--- src/rtl/treasure_classifier_if.sv ---
// Camera pixel stream into the classifier and the per-frame result back out.
interface treasure_classifier_if;
    logic        vsync;
    logic        pixel_valid;
    logic [7:0]  pixel;
    logic [14:0] x_addr;
    logic [14:0] y_addr;
    logic [1:0]  COLOR;
    logic [1:0]  SHAPE;
    logic        RESULT_VALID;
    logic [15:0] RED_COUNT;
    logic [15:0] BLUE_COUNT;

    modport master (
        output vsync, pixel_valid, pixel, x_addr, y_addr,
        input  COLOR, SHAPE, RESULT_VALID, RED_COUNT, BLUE_COUNT
    );
    modport slave (
        input  vsync, pixel_valid, pixel, x_addr, y_addr,
        output COLOR, SHAPE, RESULT_VALID, RED_COUNT, BLUE_COUNT
    );
endinterface

--- src/rtl/treasure_classifier.sv ---
// Per-frame red/blue colour and shape classifier; decides at each vsync rise
// and holds the result for the host until the next decision.
module treasure_classifier #(
    parameter int SCREEN_W   = 176,
    parameter int SCREEN_H   = 144,
    parameter int TOP_ROW    = 36,
    parameter int MID_ROW    = 72,
    parameter int BOT_ROW    = 108,
    parameter int MIN_PIXELS = 200,
    parameter int MARGIN     = 8
) (
    input  logic                  pclk,
    input  logic                  reset,
    treasure_classifier_if.slave  cam
);
    typedef enum logic [1:0] {ACCUM, DECIDE_COLOR, DECIDE_SHAPE, PUBLISH} state_t;

    state_t      state_q, state_d;
    logic        vsync_q;
    logic [15:0] red_acc_q, blue_acc_q;
    logic [2:0][7:0] red_w_q, blue_w_q;
    logic [1:0]  win_q, win_d;
    logic [7:0]  wt_q, wm_q, wb_q;
    logic [1:0]  color_q, shape_q, shape_d;
    logic        valid_q;
    logic [15:0] red_cnt_q, blue_cnt_q;

    logic       eof, accept, is_red, is_blue;
    logic [2:0] band_hit;
    logic [8:0] t9, m9, b9, d_tm, d_bm;

    assign eof     = cam.vsync && !vsync_q;
    assign accept  = cam.pixel_valid && (state_q == ACCUM) &&
                     (cam.x_addr < 15'(SCREEN_W)) && (cam.y_addr < 15'(SCREEN_H));
    assign is_red  = (cam.pixel[7:5] >= 3'd4) && (cam.pixel[4:2] < 3'd4) && (cam.pixel[1:0] < 2'd2);
    assign is_blue = (cam.pixel[1:0] >= 2'd2) && (cam.pixel[7:5] < 3'd4) && (cam.pixel[4:2] < 3'd4);
    assign band_hit = {cam.y_addr == 15'(BOT_ROW), cam.y_addr == 15'(MID_ROW),
                       cam.y_addr == 15'(TOP_ROW)};

    always_ff @(posedge pclk) begin
        if (reset) state_q <= ACCUM;
        else       state_q <= state_d;
    end

    always_comb begin
        state_d = state_q;
        case (state_q)
            ACCUM:        if (eof) state_d = DECIDE_COLOR;
            DECIDE_COLOR: state_d = DECIDE_SHAPE;
            DECIDE_SHAPE: state_d = PUBLISH;
            default:      state_d = ACCUM;
        endcase
    end

    // Ties and sub-threshold frames classify as no colour.
    always_comb begin
        win_d = 2'd0;
        if (red_acc_q > blue_acc_q && red_acc_q >= 16'(MIN_PIXELS))
            win_d = 2'd1;
        else if (blue_acc_q > red_acc_q && blue_acc_q >= 16'(MIN_PIXELS))
            win_d = 2'd2;
    end

    assign t9   = {1'b0, wt_q};
    assign m9   = {1'b0, wm_q};
    assign b9   = {1'b0, wb_q};
    assign d_tm = (t9 > m9) ? t9 - m9 : m9 - t9;
    assign d_bm = (b9 > m9) ? b9 - m9 : m9 - b9;

    always_comb begin
        shape_d = 2'd0;
        if (win_q != 2'd0) begin
            if (d_tm <= 9'(MARGIN) && d_bm <= 9'(MARGIN))
                shape_d = 2'd2;
            else if (m9 > t9 + 9'(MARGIN) && b9 > m9 + 9'(MARGIN))
                shape_d = 2'd1;
            else if (m9 > t9 + 9'(MARGIN) && m9 > b9 + 9'(MARGIN))
                shape_d = 2'd3;
        end
    end

    always_ff @(posedge pclk) begin
        if (reset) begin
            vsync_q    <= 1'b1;
            red_acc_q  <= '0;
            blue_acc_q <= '0;
            red_w_q    <= '0;
            blue_w_q   <= '0;
            win_q      <= '0;
            wt_q       <= '0;
            wm_q       <= '0;
            wb_q       <= '0;
            color_q    <= '0;
            shape_q    <= '0;
            valid_q    <= 1'b0;
            red_cnt_q  <= '0;
            blue_cnt_q <= '0;
        end else begin
            vsync_q <= cam.vsync;
            case (state_q)
                ACCUM: if (accept) begin
                    if (is_red && red_acc_q != 16'hFFFF)   red_acc_q  <= red_acc_q + 16'd1;
                    if (is_blue && blue_acc_q != 16'hFFFF) blue_acc_q <= blue_acc_q + 16'd1;
                    for (int k = 0; k < 3; k++) begin
                        if (band_hit[k] && is_red && red_w_q[k] != 8'hFF)
                            red_w_q[k] <= red_w_q[k] + 8'd1;
                        if (band_hit[k] && is_blue && blue_w_q[k] != 8'hFF)
                            blue_w_q[k] <= blue_w_q[k] + 8'd1;
                    end
                end
                DECIDE_COLOR: begin
                    win_q <= win_d;
                    wt_q  <= (win_d == 2'd1) ? red_w_q[0] : (win_d == 2'd2) ? blue_w_q[0] : 8'd0;
                    wm_q  <= (win_d == 2'd1) ? red_w_q[1] : (win_d == 2'd2) ? blue_w_q[1] : 8'd0;
                    wb_q  <= (win_d == 2'd1) ? red_w_q[2] : (win_d == 2'd2) ? blue_w_q[2] : 8'd0;
                end
                DECIDE_SHAPE: begin
                    color_q    <= win_q;
                    shape_q    <= shape_d;
                    red_cnt_q  <= red_acc_q;
                    blue_cnt_q <= blue_acc_q;
                    valid_q    <= 1'b1;
                end
                default: begin
                    valid_q    <= 1'b0;
                    red_acc_q  <= '0;
                    blue_acc_q <= '0;
                    red_w_q    <= '0;
                    blue_w_q   <= '0;
                end
            endcase
        end
    end

    assign cam.COLOR        = color_q;
    assign cam.SHAPE        = shape_q;
    assign cam.RESULT_VALID = valid_q;
    assign cam.RED_COUNT    = red_cnt_q;
    assign cam.BLUE_COUNT   = blue_cnt_q;
endmodule
--- src/flat_wrapper.sv ---
// flat-port wrapper written by rule: the top's interface ports become plain ports
module treasure_classifier_flat 
#(
    parameter int SCREEN_W   = 176,
    parameter int SCREEN_H   = 144,
    parameter int TOP_ROW    = 36,
    parameter int MID_ROW    = 72,
    parameter int BOT_ROW    = 108,
    parameter int MIN_PIXELS = 200,
    parameter int MARGIN     = 8
)
  (pclk, reset, cam_vsync, cam_pixel_valid, cam_pixel, cam_x_addr, cam_y_addr, cam_COLOR, cam_SHAPE, cam_RESULT_VALID, cam_RED_COUNT, cam_BLUE_COUNT);
  treasure_classifier_if cam_i ();
  input  logic pclk;
  input  logic reset;
  input wire logic [$bits(cam_i.vsync)-1:0] cam_vsync;
  input wire logic [$bits(cam_i.pixel_valid)-1:0] cam_pixel_valid;
  input wire logic [$bits(cam_i.pixel)-1:0] cam_pixel;
  input wire logic [$bits(cam_i.x_addr)-1:0] cam_x_addr;
  input wire logic [$bits(cam_i.y_addr)-1:0] cam_y_addr;
  output wire logic [$bits(cam_i.COLOR)-1:0] cam_COLOR;
  output wire logic [$bits(cam_i.SHAPE)-1:0] cam_SHAPE;
  output wire logic [$bits(cam_i.RESULT_VALID)-1:0] cam_RESULT_VALID;
  output wire logic [$bits(cam_i.RED_COUNT)-1:0] cam_RED_COUNT;
  output wire logic [$bits(cam_i.BLUE_COUNT)-1:0] cam_BLUE_COUNT;
  assign cam_i.vsync = cam_vsync;
  assign cam_i.pixel_valid = cam_pixel_valid;
  assign cam_i.pixel = cam_pixel;
  assign cam_i.x_addr = cam_x_addr;
  assign cam_i.y_addr = cam_y_addr;
  assign cam_COLOR = cam_i.COLOR;
  assign cam_SHAPE = cam_i.SHAPE;
  assign cam_RESULT_VALID = cam_i.RESULT_VALID;
  assign cam_RED_COUNT = cam_i.RED_COUNT;
  assign cam_BLUE_COUNT = cam_i.BLUE_COUNT;
  treasure_classifier #(.SCREEN_W(SCREEN_W), .SCREEN_H(SCREEN_H), .TOP_ROW(TOP_ROW), .MID_ROW(MID_ROW), .BOT_ROW(BOT_ROW), .MIN_PIXELS(MIN_PIXELS), .MARGIN(MARGIN)) u_core (.pclk(pclk), .reset(reset), .cam(cam_i));
endmodule
--- config.mk ---
export PLATFORM = sky130hd
export DESIGN_NAME = treasure_classifier_flat
export DESIGN_NICKNAME = d
export VERILOG_FILES = /design/src/rtl/treasure_classifier_if.sv /design/src/rtl/treasure_classifier.sv /design/src/flat_wrapper.sv
export SDC_FILE = /design/constraint.sdc
export NUM_CORES = 1
export LEC_CHECK = 0
export ABC_AREA = 1
export CAP_MARGIN = 20
export CORE_MARGIN = 2
export CORE_UTILIZATION = 47
export DETAILED_ROUTE_END_ITERATION = 6
export PLACE_DENSITY = 0.69
export SLEW_MARGIN = 20
export SYNTH_ARGS = -nofsm -noshare
export SYNTH_HDL_FRONTEND = slang
export SYNTH_SLANG_ARGS = --single-unit
--- constraint.sdc ---
create_clock -name pclk -period 2.2 [get_ports pclk]
set_input_delay 0.66 -clock pclk [delete_from_list [all_inputs] [get_ports pclk]]
set_output_delay 0.66 -clock pclk [all_outputs]
set_load 0.05 [all_outputs]
[Word-level counts from Yosys, hierarchy flattened]
Index checks and enable logic that the tools add are counted.
Word-level totals
  register bits: 146
  output and inout port bits: 37
Cells by class
  $add $sub $neg: 15
  $lt $le $gt $ge: 18
  equality and inequality tests: 25
  muxes and demuxes: 33
  bitwise gates (word level): 1
  reductions and logical operators: 40
Operators by type and width (count)
  8-bit two-way mux: 12
  24-bit one-hot mux with 2 select lines: 2
  16-bit two-way mux: 4
  16-bit one-hot mux with 2 select lines: 2
  8-bit by 1-bit adder with 8-bit output (second input constant): 6
  24-bit two-way mux: 2
  8-bit != test (second input constant): 6
  8-bit by 8-bit subtractor with 9-bit output: 4
  16-bit by 1-bit adder with 16-bit output (second input constant): 2
  16-bit by 8-bit greater-or-equal comparator with 1-bit output (second input constant): 2
  16-bit greater-than comparator: 2
  16-bit != test (second input constant): 2
  15-bit by 7-bit == test with 1-bit output (second input constant): 2
  15-bit by 8-bit < comparator with 1-bit output (second input constant): 2
  8-bit by 4-bit adder with 9-bit output (second input constant): 3
  8-bit by 9-bit greater-than comparator with 1-bit output: 3
  1-bit logical AND: 27
  3-bit AND reduction: 8
  9-bit by 4-bit less-or-equal comparator with 1-bit output (second input constant): 2
  9-bit two-way mux: 2
  8-bit greater-than comparator: 2
  2-bit != test (second input constant): 8
  15-bit by 6-bit == test with 1-bit output (second input constant): 1
  2-bit two-way mux: 7
  other kinds (14): 19

[Longest topological paths before layout]
  depth in word-level cells: 8
  mapped depth: 19
  depth with buffers taken out: 18

[Worst setup path after synthesis]
No wires, ideal clock.
  path type: register to register
  start: register u_core.wm_q[5]
  end: register u_core.shape_q[1] (netlist: u_core.cam.SHAPE[1])
  library setup time: 70 ps
  data arrival time: 1987 ps
  required time: 2130 ps
  setup slack: 143 ps
  cell stages (with the launch flop): 15
  clock period less this slack: 2057 ps
  cells stage by stage: dfxtp_1 inv_1 ha_1 nand2_1 nor2_1 nand4_1 nand2_1 inv_1 nand2_1 nand3_1 nor2_1 nand3_1 nand2_1 nand2_1 a21oi_1
Between the ends
  cells in the longest elaborated chain, start to end: 6
  elaborated cells on any way between the ends: 21
Ends and longest elaborated chain
  start: declaration: RTL line treasure_classifier.sv:23  | logic [7:0] wt_q, wm_q, wb_q;
  start signal: assignment: RTL line treasure_classifier.sv:114  | wm_q <= (win_d == 2'd1) ? red_w_q[1] : (win_d == 2'd2) ? blue_w_q[1] : 8'd0;
  8-bit by 4-bit adder with 9-bit output (tied with other cells): RTL line treasure_classifier.sv:75  | else if (m9 > t9 + 9'(MARGIN) && b9 > m9 + 9'(MARGIN))
  8-bit by 9-bit greater-than comparator with 1-bit output (tied with other cells): RTL line treasure_classifier.sv:75
  1-bit logical AND (tied with other cells): RTL line treasure_classifier.sv:75
  2-bit two-way mux or 1-bit logical AND (tied branches): RTL line treasure_classifier.sv:75, treasure_classifier.sv:73
  2-bit two-way mux (*): RTL line treasure_classifier.sv:73  | if (d_tm <= 9'(MARGIN) && d_bm <= 9'(MARGIN))
  2-bit two-way mux (*): RTL line treasure_classifier.sv:72  | if (win_q != 2'd0) begin
  end signal: assignment: RTL line treasure_classifier.sv:119  | shape_q <= shape_d;
  end: declaration: RTL line treasure_classifier.sv:24  | logic [1:0] color_q, shape_q, shape_d;
Mark *: on every way between the ends. The rest lies on a longest branch, timed or not.
A chain may end at the register's enable or synchronous reset.

[Final worst setup path]
  start: register u_core.wt_q[0]
  end: register u_core.shape_q[1] (netlist: u_core.cam.SHAPE[1])
Between the ends
  cells in the longest elaborated chain, start to end: 7
  elaborated cells on any way between the ends: 14
Ends and longest elaborated chain
  start: declaration: RTL line treasure_classifier.sv:23
  start signal: assignment: RTL line treasure_classifier.sv:113  | wt_q <= (win_d == 2'd1) ? red_w_q[0] : (win_d == 2'd2) ? blue_w_q[0] : 8'd0;
  8-bit by 4-bit adder with 9-bit output: RTL line treasure_classifier.sv:75, treasure_classifier.sv:77
  8-bit by 9-bit greater-than comparator with 1-bit output: RTL line treasure_classifier.sv:75, treasure_classifier.sv:77
  1-bit logical AND: RTL line treasure_classifier.sv:77  | else if (m9 > t9 + 9'(MARGIN) && m9 > b9 + 9'(MARGIN))
  2-bit two-way mux: RTL line treasure_classifier.sv:77
  2-bit two-way mux: RTL line treasure_classifier.sv:75
  2-bit two-way mux (*): RTL line treasure_classifier.sv:73
  2-bit two-way mux (*): RTL line treasure_classifier.sv:72
Marked as above.

==> qor.csv <==
stage;metric;value;unit
logic_synthesis;yosys.area_share.simple;28.81;%
worst_setup_path;startpoint_type;flip-flop;
pwr;p_seq_share;27.6;%
clock_network;h-tree-depth;4;
place;dp_slack;-0.4371;ns
place;finalWeightedCongestion;0.9549;
pwr;ir_worst_vdd;0.7472;mV
logic_synthesis;syn_area_per_cell;6.621;um^2
worst_setup_path;arrival;2.50;ns
final_layout;area_delta_synth_final;37.28;%
logic_synthesis;ys_types;46;
flow_run;drv_cap;0;
clock_network;cts_hold_buf;0;
run_status;status;complete, no violations;
timing;slew_viol_final;0;
logic_synthesis;synthXorXnorAreaFrac;3.242;%
die;fp-row-count;51;
routing;drt_wl_total;28.25;mm
die;die_x;145.8;um
pwr;p_leak;5.660;nW
pwr;intPower;6.845;mW
global_routing;antenna_found_initial;0;
global_routing;grt.overflow.total;0;
logic_synthesis;synth-main-ff-cell;dfxtp_1;
global_routing;grt_max_degree;39;
routing;dr.pass1.iters;5;
logic_synthesis;synth.top_cell.area_share;30.91;%
timing;rsz0062_at_grt;true;
timing;worst_pin_slew;0.6796;ns
die;die_h;145.8;um
place;hpwl;20.45;mm
clock_network;cts_tree;done;
final_layout;utilization;66.26;%
place;port_buffers;69;
pwr;power.total;11.70;mW
routing;ant_nets;0;
worst_setup_path;cp_max_fo;2;
logic_synthesis;synthCells;1428;
routing;viasPerCell;5.258;
final_layout;drive_gt1_share;22.59;%
pwr;p_clk_share;26.8;%
routing;num_vias;10010;
clock_network;insertion_delay;0.44;ns
logic_synthesis;yosysTopAreaCell;dfxtp_1;
die;io_pins;79;
timing;max_freq;0.4678;GHz
logic_synthesis;netlist_area;0.009455;mm^2
pwr;swShare;41.52;%
timing;finalSetupViolations;0;
routing;drc;0;
logic_synthesis;syn_nets;1551;
worst_setup_path;setup.worst_path.class;reg -> reg;
die;dieArea;0.02127;mm^2
timing;finalHoldViolCount;0;
final_layout;diodes;0;
pwr;p_sw;4.859;mW
logic_synthesis;ys_seq_area_share;30.91;%
worst_setup_path;end_kind;flip-flop;
timing;slew-limit-headroom;54.49;%
worst_setup_path;critPathRequiredTime;2.56;ns
clock_network;numCtsBuffers;17;
logic_synthesis;synth_compound_gate_area_share;16.73;%
logic_synthesis;synth_edf_count;0;
logic_synthesis;synthAdderAreaFrac;10.88;%
timing;post-route-period-util;97.17;%
pwr;comb_power_share;45.5;%
timing;fin_crit;2.138;ns
die;initial_core_util;48.27;%
logic_synthesis;muxShareOfSynthArea;0;%
routing;wl_per_cell;14.84;um
logic_synthesis;synth.area.top_cells;dfxtp_1 31%, nand2_1 12%, ha_1 10%;
clock_network;cts-root-buf;clkbuf_16;
timing;final.setup_skew;0.01424;ns
logic_synthesis;synthArstFlopShare;0;%
clock_network;cts_max_path_buffers;2;
global_routing;gr-usage-all-layers;25.32;%
clock_network;numClockSinks;146;
pwr;pwr_density_cell;901.7;mW/mm^2
global_routing;grt_pass1_vias;9460;
worst_hold_path;min_path_type;reg -> reg;
timing;finalWorstSetupSlack;0.06217;ns
final_layout;fill_cells;1697;
logic_synthesis;yosys_warnings;0;
logic_synthesis;synth_top_family_by_area;simple AND/OR/NAND/NOR gates;
final_layout;final_nets;1748;
die;coreArea;0.01959;mm^2
global_routing;grt_pass1_wl;44.57;mm
routing;drt-initial-drc-count;516;
clock_network;path_clk_slew;0.06;ns
worst_setup_path;r2r_slack;0.06;ns
logic_synthesis;synth-seq-cells;146;
## path summary, 6_finish.rpt
check	startpoint	to	cells past startpoint
worst max-delay path	u_core.wt_q[0]$_SDFFE_PP0P_	u_core.cam.SHAPE[1]$_SDFFE_PP0P_	16
worst min-delay path	u_core.cam.COLOR[1]$_SDFFE_PP0P_	u_core.cam.COLOR[1]$_SDFFE_PP0P_	2
worst max register to register	u_core.wt_q[0]$_SDFFE_PP0P_	u_core.cam.SHAPE[1]$_SDFFE_PP0P_	16
worst min register to register	u_core.cam.COLOR[1]$_SDFFE_PP0P_	u_core.cam.COLOR[1]$_SDFFE_PP0P_	2
## flip-flops by register name, summed over array words and instances (netlist names), 8 cells and up
name                   flops
u_core.blue_w_q           24
u_core.red_w_q            24
u_core.blue_acc_q         16
u_core.cam.BLUE_COUNT     16
u_core.cam.RED_COUNT      16
u_core.red_acc_q          16
u_core.wb_q                8
u_core.wm_q                8
u_core.wt_q                8
## metrics by stage
stage	cells	hold slack, ns	cell area (um^2)	setup TNS [ns]
global placement	1855	0.4554	11350	-23.43
floorplan	1428	0.4342	9455	0
detailed placement	1855	0.4612	11350	-25.11
CTS	1887	0.4675	12030	-0.04805
finish	1903	0.4601	12980	0
global route	1903	0.4808	12980	-0.9300
## cells by family (layout without fill, tap and decap cells)
group	count (synthesis)	in the layout
XOR/XNOR	35	35
buffers and inverters	231	441
adder cells (fa/ha/maj)	81	81
AO/OA/AOI/OAI	283	283
flip-flops	146	146
AND/OR/NAND/NOR	652	652
## power groups by stage
stage	Clock, mW	Sequential, mW	Combinational [mW]
floorplan	0	3.99	2.18
global placement	0	3.28	4.53
detailed placement	0	3.28	4.59
CTS	3.17	3.23	4.49
global route	3.26	3.28	5.78
finish	3.14	3.24	5.33
## cells in the mapped netlist (all sizes together) (2+ instances only)
cell type    n
a21o         4
nor2       185
o21ai       79
xor2        30
clkbuf      33
nor3        39
a211oi      13
xnor2        5
o32ai        3
o211ai       3
nand3       81
dfxtp      146
o22ai       22
nor4        12
a21boi       4
ha          79
a21oi      134
o31ai        5
o21bai       3
fa           2
a31oi        6
inv        184
o21a         2
buf         13
nand4       24
nand2      309
## cell usage in the layout, fill, tap and decap left out, drive strengths merged, types with 4 or more instances in the layout
cell type | synthesis | final
a31oi | 6 | 6
a211oi | 13 | 13
o22ai | 22 | 22
clkdlybuf4s50 | 0 | 14
nand4 | 24 | 24
nand2 | 309 | 309
a21oi | 134 | 134
nor2 | 185 | 185
bufinv | 0 | 4
xor2 | 30 | 30
ha | 79 | 79
buf | 13 | 157
o21ai | 79 | 79
clkinv | 1 | 6
nor3 | 39 | 39
nand3 | 81 | 81
nor4 | 12 | 12
inv | 184 | 184
dlymetal6s2s | 0 | 17
a21boi | 4 | 4
a21o | 4 | 4
o31ai | 5 | 5
xnor2 | 5 | 5
dlygate4sd2 | 0 | 34
clkbuf | 33 | 22
dfxtp | 146 | 146
## per-layer routing
layer	vias up	GRT usage, %	routed length, um
met3	72	3.229	1181
met1	4572	31.08	12280
met5	-	0	0
li1	5108	-	-
met4	0	9.853	888
met2	254	44.98	13890
## critical path, cell delays in order, from the launching register on
cell     delay (ns)
dfxtp_2        0.32
buf_4          0.13
ha_4           0.16
fa_2           0.36
inv_2          0.08
nand2_1        0.07
nand3_1        0.07
nand2_1        0.05
nand2_1        0.08
nand3_2        0.08
nand2_2        0.07
nand3_2        0.08
nor2_2         0.13
nand3_2        0.11
nand2_2        0.09
nand2_2        0.06
a21oi_2        0.13
## layout make-up
class	count	area, um^2	share of cell area (%)
sequential	146	2954	22.76
clock buffer	20	456.7	3.518
inverter	185	713.2	5.495
multi-input combinational	1051	6392	49.25
clock inverter	12	180.2	1.388
tap	265	331.6	2.554
timing repair buffer	224	1952	15.04
## timing repair
action / CTS / global route
gates cloned: 0 / 2
endpoints found under the setup margin: 38 / 104
setup buffers: 0 / 14
gates resized for setup: 60 / 225
pin swaps: 7 / 66
No activity file was read; power rests on OpenSTA's default activity.
